`src/rtl/mmio_interconnect.sv`:
```
// mmio_interconnect: parametrised CPU-to-peripheral memory-mapped interconnect.
// Decodes each CPU request against per-slave base/mask regions (lowest index
// wins on overlap), forwards it to one slave with a valid/ready handshake and
// returns a registered one-cycle response. Unmapped addresses and slaves that
// stay silent for TIMEOUT wait cycles produce an error response.
// Optional feature: define MMIO_ERR_COUNT_EN to build the saturating error
// counter (err_count_out) and error address capture (err_addr_out).
module mmio_interconnect #(
  parameter int                           NUM_SLAVES = 4,
  parameter int                           ADDR_W     = 32,
  parameter int                           DATA_W     = 32,
  parameter logic [NUM_SLAVES*ADDR_W-1:0] SLAVE_BASE = '0,
  parameter logic [NUM_SLAVES*ADDR_W-1:0] SLAVE_MASK = '0,
  parameter int                           TIMEOUT    = 255
) (
  input  logic                         clk_in,
  input  logic                         rst_in,
  input  logic                         cpu_req_in,
  input  logic [ADDR_W-1:0]            cpu_addr_in,
  input  logic [DATA_W-1:0]            cpu_data_in,
  input  logic [DATA_W/8-1:0]          cpu_we_in,
  output logic                         cpu_ready_out,
  output logic [DATA_W-1:0]            cpu_data_out,
  output logic                         cpu_err_out,
  output logic [NUM_SLAVES-1:0]        slv_req_out,
  output logic [ADDR_W-1:0]            slv_addr_out,
  output logic [DATA_W-1:0]            slv_data_out,
  output logic [DATA_W/8-1:0]          slv_we_out,
  input  logic [NUM_SLAVES-1:0]        slv_ready_in,
  input  logic [NUM_SLAVES*DATA_W-1:0] slv_data_in,
  output logic                         busy_out,
  output logic [15:0]                  err_count_out,
  output logic [ADDR_W-1:0]            err_addr_out
);

  localparam int BE_W  = DATA_W / 8;
  localparam int SEL_W = (NUM_SLAVES > 1) ? $clog2(NUM_SLAVES) : 1;
  localparam int CNT_W = $clog2(TIMEOUT + 1);

  typedef enum logic [1:0] {
    ST_IDLE = 2'd0,
    ST_WAIT = 2'd1,
    ST_RESP = 2'd2
  } state_t;

  state_t                  r_state;
  state_t                  w_next_state;

  logic [SEL_W-1:0]        r_sel;
  logic [CNT_W-1:0]        r_cnt;
  logic                    r_cpu_ready;
  logic [DATA_W-1:0]       r_cpu_data;
  logic                    r_cpu_err;
  logic [NUM_SLAVES-1:0]   r_slv_req;
  logic [ADDR_W-1:0]       r_slv_addr;
  logic [DATA_W-1:0]       r_slv_data;
  logic [BE_W-1:0]         r_slv_we;

  logic                    w_hit;
  logic [SEL_W-1:0]        w_dec_sel;
  logic [NUM_SLAVES-1:0]   w_dec_onehot;
  logic [ADDR_W-1:0]       w_dec_off;
  logic                    w_sel_ready;
  logic [DATA_W-1:0]       w_sel_data;
  logic                    w_timeout;

  // Address decode: scan high to low so the lowest hitting index is left standing.
  // NOTE: every always_comb output gets a default before any branch, so no path
  // leaves a variable unassigned and no latch is inferred.
  always_comb begin
    w_hit        = 1'b0;
    w_dec_sel    = '0;
    w_dec_onehot = '0;
    w_dec_off    = '0;
    for (int i = NUM_SLAVES - 1; i >= 0; i--) begin
      if ((cpu_addr_in & SLAVE_MASK[i*ADDR_W +: ADDR_W]) == SLAVE_BASE[i*ADDR_W +: ADDR_W]) begin
        w_hit           = 1'b1;
        w_dec_sel       = SEL_W'(i);
        w_dec_onehot    = '0;
        w_dec_onehot[i] = 1'b1;
        w_dec_off       = cpu_addr_in & ~SLAVE_MASK[i*ADDR_W +: ADDR_W];
      end
    end
  end

  // Only the selected slave's ready/data are observed; the rest are ignored.
  assign w_sel_ready = slv_ready_in[r_sel];
  assign w_sel_data  = slv_data_in[r_sel*DATA_W +: DATA_W];
  assign w_timeout   = (r_cnt == CNT_W'(TIMEOUT));

  // State register.
  // NOTE: sequential state uses non-blocking assignments so every flop samples
  // pre-edge values regardless of statement order.
  always_ff @(posedge clk_in or posedge rst_in) begin
    if (rst_in) r_state <= ST_IDLE;
    else        r_state <= w_next_state;
  end

  // Next-state logic: a hit goes to WAIT, a miss straight to RESP.
  always_comb begin
    w_next_state = r_state;
    case (r_state)
      ST_IDLE: if (cpu_req_in) w_next_state = w_hit ? ST_WAIT : ST_RESP;
      ST_WAIT: if (w_sel_ready || w_timeout) w_next_state = ST_RESP;
      ST_RESP: w_next_state = ST_IDLE;
      default: w_next_state = ST_IDLE;
    endcase
  end

  // Request latch, slave drive and registered CPU response.
  always_ff @(posedge clk_in or posedge rst_in) begin
    if (rst_in) begin
      r_sel       <= '0;
      r_cnt       <= '0;
      r_cpu_ready <= 1'b0;
      r_cpu_data  <= '0;
      r_cpu_err   <= 1'b0;
      r_slv_req   <= '0;
      r_slv_addr  <= '0;
      r_slv_data  <= '0;
      r_slv_we    <= '0;
    end else begin
      r_cpu_ready <= 1'b0;
      case (r_state)
        ST_IDLE: begin
          if (cpu_req_in) begin
            if (w_hit) begin
              r_sel      <= w_dec_sel;
              r_cnt      <= '0;
              r_slv_req  <= w_dec_onehot;
              r_slv_addr <= w_dec_off;
              r_slv_data <= cpu_data_in;
              r_slv_we   <= cpu_we_in;
            end else begin
              r_cpu_ready <= 1'b1;
              r_cpu_err   <= 1'b1;
              r_cpu_data  <= '0;
            end
          end
        end
        ST_WAIT: begin
          if (w_sel_ready) begin
            // Ready wins over a coincident timeout; writes return zero data.
            r_slv_req   <= '0;
            r_cpu_ready <= 1'b1;
            r_cpu_err   <= 1'b0;
            r_cpu_data  <= (r_slv_we == '0) ? w_sel_data : '0;
          end else if (w_timeout) begin
            r_slv_req   <= '0;
            r_cpu_ready <= 1'b1;
            r_cpu_err   <= 1'b1;
            r_cpu_data  <= '0;
          end else begin
            r_cnt <= r_cnt + CNT_W'(1);
          end
        end
        default: ;
      endcase
    end
  end

  assign cpu_ready_out = r_cpu_ready;
  assign cpu_data_out  = r_cpu_data;
  assign cpu_err_out   = r_cpu_err;
  assign slv_req_out   = r_slv_req;
  assign slv_addr_out  = r_slv_addr;
  assign slv_data_out  = r_slv_data;
  assign slv_we_out    = r_slv_we;
  assign busy_out      = (r_state != ST_IDLE);

`ifdef MMIO_ERR_COUNT_EN
  logic [ADDR_W-1:0] r_req_addr;
  logic [ADDR_W-1:0] r_err_addr;
  logic [15:0]       r_err_cnt;
  logic              w_err_evt;

  // An error response is issued on an unmapped request or a silent slave.
  assign w_err_evt = ((r_state == ST_IDLE) && cpu_req_in && !w_hit) ||
                     ((r_state == ST_WAIT) && !w_sel_ready && w_timeout);

  // Saturating error count and full CPU address of the latest erroring request.
  always_ff @(posedge clk_in or posedge rst_in) begin
    if (rst_in) begin
      r_req_addr <= '0;
      r_err_addr <= '0;
      r_err_cnt  <= '0;
    end else begin
      if ((r_state == ST_IDLE) && cpu_req_in) r_req_addr <= cpu_addr_in;
      if (w_err_evt) begin
        r_err_cnt  <= (r_err_cnt == 16'hFFFF) ? r_err_cnt : r_err_cnt + 16'd1;
        r_err_addr <= (r_state == ST_IDLE) ? cpu_addr_in : r_req_addr;
      end
    end
  end

  assign err_count_out = r_err_cnt;
  assign err_addr_out  = r_err_addr;
`else
  assign err_count_out = '0;
  assign err_addr_out  = '0;
`endif

endmodule

```
`config.mk`:
```
export PLATFORM = sky130hd
export DESIGN_NAME = mmio_interconnect
export DESIGN_NICKNAME = d
export VERILOG_FILES = /design/src/rtl/mmio_interconnect.sv
export SDC_FILE = /design/constraint.sdc
export NUM_CORES = 1
export LEC_CHECK = 0
export BUFFER_PORTS_ARGS = -buffer_cell sky130_fd_sc_hd__buf_2
export CORE_AREA = 4 4 137 139
export DETAILED_ROUTE_END_ITERATION = 8
export DIE_AREA = 0 0 141 143
export GPL_TIMING_DRIVEN = 0
export SLEW_MARGIN = 15
export SYNTH_ARGS = -nofsm -noshare
export SYNTH_HDL_FRONTEND = slang
export SYNTH_SLANG_ARGS = --single-unit
```
`constraint.sdc`:
```
create_clock -name clk_in -period 7.8 [get_ports clk_in]
set_input_delay 1.56 -clock clk_in [delete_from_list [all_inputs] [get_ports clk_in]]
set_output_delay 1.56 -clock clk_in [all_outputs]
set_load 0.005 [all_outputs]
```
==> impl_metrics.toml <==
[logic_synthesis]
synth_warnings = 0
synth_top_area_share_pct = 58.6
ys_ff_latch = 113
ys.flop_type = "dfrtp_1"
synth_edf_count = 0
synth_top_cell_by_area = "dfrtp_1"
synthArstFlopShare_pct = 100
syn-cell-area_sq_um = 4830
yosysSeqAreaShare_pct = 58.6
syn_inst = 484
synth_area_leaders = "dfrtp_1 59%, nand2_1 16%, buf_4 9.3%, a22o_1 5.8%, buf_6 1.4%"
ys_types = 39
synth_area_per_cell_sq_um = 9.97

[min_path]
whs_endpoint = "slv_addr_out[23]"
min_from = "slv_addr_out[23]"
min_path_cells = 2
hp-class = "reg -> reg"

[drt]
drt_iter0_drc = 163
postRouteAntennaNets = 0
drc = 0
via_per_inst = 4.05
vias = 4054
routedWlPerCell_microns = 13.5
wl_microns = 13500
dr.pass1.iters = 4

[worst_setup_path]
critPathSlowestCell = "dfrtp_1"
cpPeakStageDelay_ns = 0.36
crit_buf_inv = 2
crit_path_start_kind = "flip-flop"
worstReg2RegEnd = "slv_data_out[19]"
end_kind = "primary output"
worstReg2RegStart = "r_state[1]"
reg2reg_depth = 6
cp_max_fo = 10
worstPathRequired_ns = 6.24
path_common_cell = "buf_2"
worstPathArrival_ns = 1.40
rrSetupSlack_ns = 6.06
crit_type = "reg -> out"
cp_cell_sequence = "buf_2 -> or2_2 -> buf_2"
cp_top_family = "flip-flops"

[power_and_ir_drop]
seqPwrFrac_pct = 39.4
p_comb_share_pct = 27.3
clkPwrFrac_pct = 33.3
power.switching_mw = 0.707
intPower_mw = 1.62
power_leakage_nw = 4.02
vdd.ir_drop.worst_mv = 0.150
swShare_pct = 30.4
powerDensity_nw_per_um2 = 334

[die]
fp.coreArea_sq_um = 17700
num_rows = 49
start_util_pct = 27.3
die-width_microns = 141
die_h_microns = 143
ios = 358
die_area_sq_um = 20200

[placed_design]
place_inst = 970
gp_congestion = 0.729
dp_hpwl_microns = 10000
placement.cell_area_sq_um = 6360
numPortBuffers = 206
place_ws_ns = 4.93

[global_route]
grt_use_met2_pct = 20.6
use_met1_pct = 17.1
grtUsageMet3_pct = 5.93
grt_pass1_vias = 4076
antenna_found_initial = 2
grt_overflow = 0
busiest_layer = "met2"
grt.total_usage_pct = 13.6
grt_start_max_net_pins = 62
grt_pass1_wl_microns = 21300

[sta]
fin_worst_skew_ns = 0.00674
finalCriticalPeriod_ns = 2.96
rsz0062_at_grt = "no"
finalCritPeriodShare_pct = 38.0
setup_ws_ns = 4.84
maxSlewHeadroom_pct = 62.1
tightestPinTransition_ns = 0.568
setup_viol = 0
drv_slew = 0
finalHoldViolCount = 0
tns_ns = 0
fmax_mhz = 337

[cts]
clk_pin_slew_worst_paths_ns = 0.05
tritoncts = "yes"
numCtsBuffers = 17
cts_hold_buf = 0
cts.root.buffer_cell = "clkbuf_16"
post_cts_buffers = 0
insertion_delay_ns = 0.40
cts.repair.resized = 0
clock_path_buffers = 2
htreeDepth = 4
clkSinkCount = 113

[finish]
drive_gt1_share_pct = 41.0
final_net_count = 964
nFillCells = 1810
antenna_cells = 0
finalInstanceArea_sq_um = 6950
fin_cells = 1002
area_growth_pct = 44.1

[outcome]
status = "finished, final reports clean"

[flow_run]
maxCapViolations = 0
==> worst max path at each step <==
stage / from / endpoint / slack [ns] / cells past startpoint
floorplan: rst_in / cpu_data_out[0] / 3.25 / 1
global placement: rst_in / slv_addr_out[11] / 1.71 / 2
detailed placement: cpu_req_in / slv_data_out[19] / 4.93 / 7
CTS: r_state[0] / busy_out / 4.79 / 3
global route: r_state[0] / busy_out / 4.76 / 3
finish: r_state[0] / busy_out / 4.84 / 3
==> synth_stat cells (all sizes together), types with 3 or more instances <==
master and instances:
nand2 206, dfrtp 113, buf 70, a22o 32, nand3 8, nor2 6, o21ai 6, a21oi 5
clkbuf 5, inv 5, nand2b 3
==> worst reg2reg max path: stages, from the launching register on <==
cell and delay (ns):
dfrtp_1 0.47, nand2b_4 0.20, nor2_2 0.30, buf_4 0.29, buf_2 0.25, nand2_1 0.11
nand2_1 0.06
==> sequential cells by signal, indices dropped and copies added (netlist names), 2 cells and up <==
signal / flops
slv_addr_out: 32
slv_data_out: 32
r_cnt: 8
r_state: 2
slv_we_out: 4
cpu_data_out: 32
==> area by class of cell <==
type / instances / area, sq um / area share [%]
Inverter: 5 / 23.8 / 0.342
Clock inverter: 10 / 135 / 1.94
Buffer: 75 / 557 / 8.01
Sequential cell: 113 / 2830 / 40.7
Timing Repair Buffer: 207 / 1060 / 15.2
Clock buffer: 22 / 454 / 6.53
Tap cell: 229 / 287 / 4.12
Multi-Input combinational cell: 341 / 1610 / 23.2
==> layer usage <==
metal	vias to the layer above	wire [microns]
met3	16	1310
met1	1836	5850
met2	180	6150
met5	-	21
li1	2018	-
met4	4	183
==> cells in the final DEF (no fill, tap or decap), drive strengths merged, types with 2 or more instances in the layout <==
master,instances
buf,277
nand2,206
dfrtp,113
conb,51
a22o,32
clkbuf,27
nand3,8
nor2,6
o21ai,6
clkinv,6
a21oi,5
inv,5
bufinv,3
nand2b,3
o211ai,2
o31ai,2
and3,2
mux2i,2
nor4,2
or2,2
nand4,2
o311ai,2
==> power groups by stage <==
| stage | Clock, mW | Sequential (mW) | Combinational (mW) |
|---|---|---|---|
| 2_1_floorplan | 0 | 0.936 | 0.298 |
| 3_3_place_gp | 0 | 0.916 | 0.644 |
| 3_5_place_dp | 0 | 0.917 | 0.654 |
| 4_1_cts | 0.800 | 0.915 | 0.653 |
| 5_1_grt | 0.828 | 0.944 | 0.722 |
| 6_report | 0.774 | 0.915 | 0.633 |
==> cell families after synthesis <==
kind of cell / after synthesis / share of synthesized area, %
compound gates: 52 / 8.71
fa+ha+maj: 1 / 0.259
flops: 113 / 58.6
mux: 2 / 0.415
simple gates: 235 / 20.0
buf+inv: 80 / 11.9
other cells: 1 / 0.0777
==> stage by stage <==
step                total power [mW]  hold WS, ns  util [%]
finish                          2.32        0.465      39.4
global route                    2.49        0.479      39.4
CTS                             2.37        0.470      39.4
detailed placement              1.57        0.456      36.0
global placement                1.56        0.454      35.9
floorplan                       1.23        0.468         -
No activity file was read; power rests on OpenSTA's default activity.
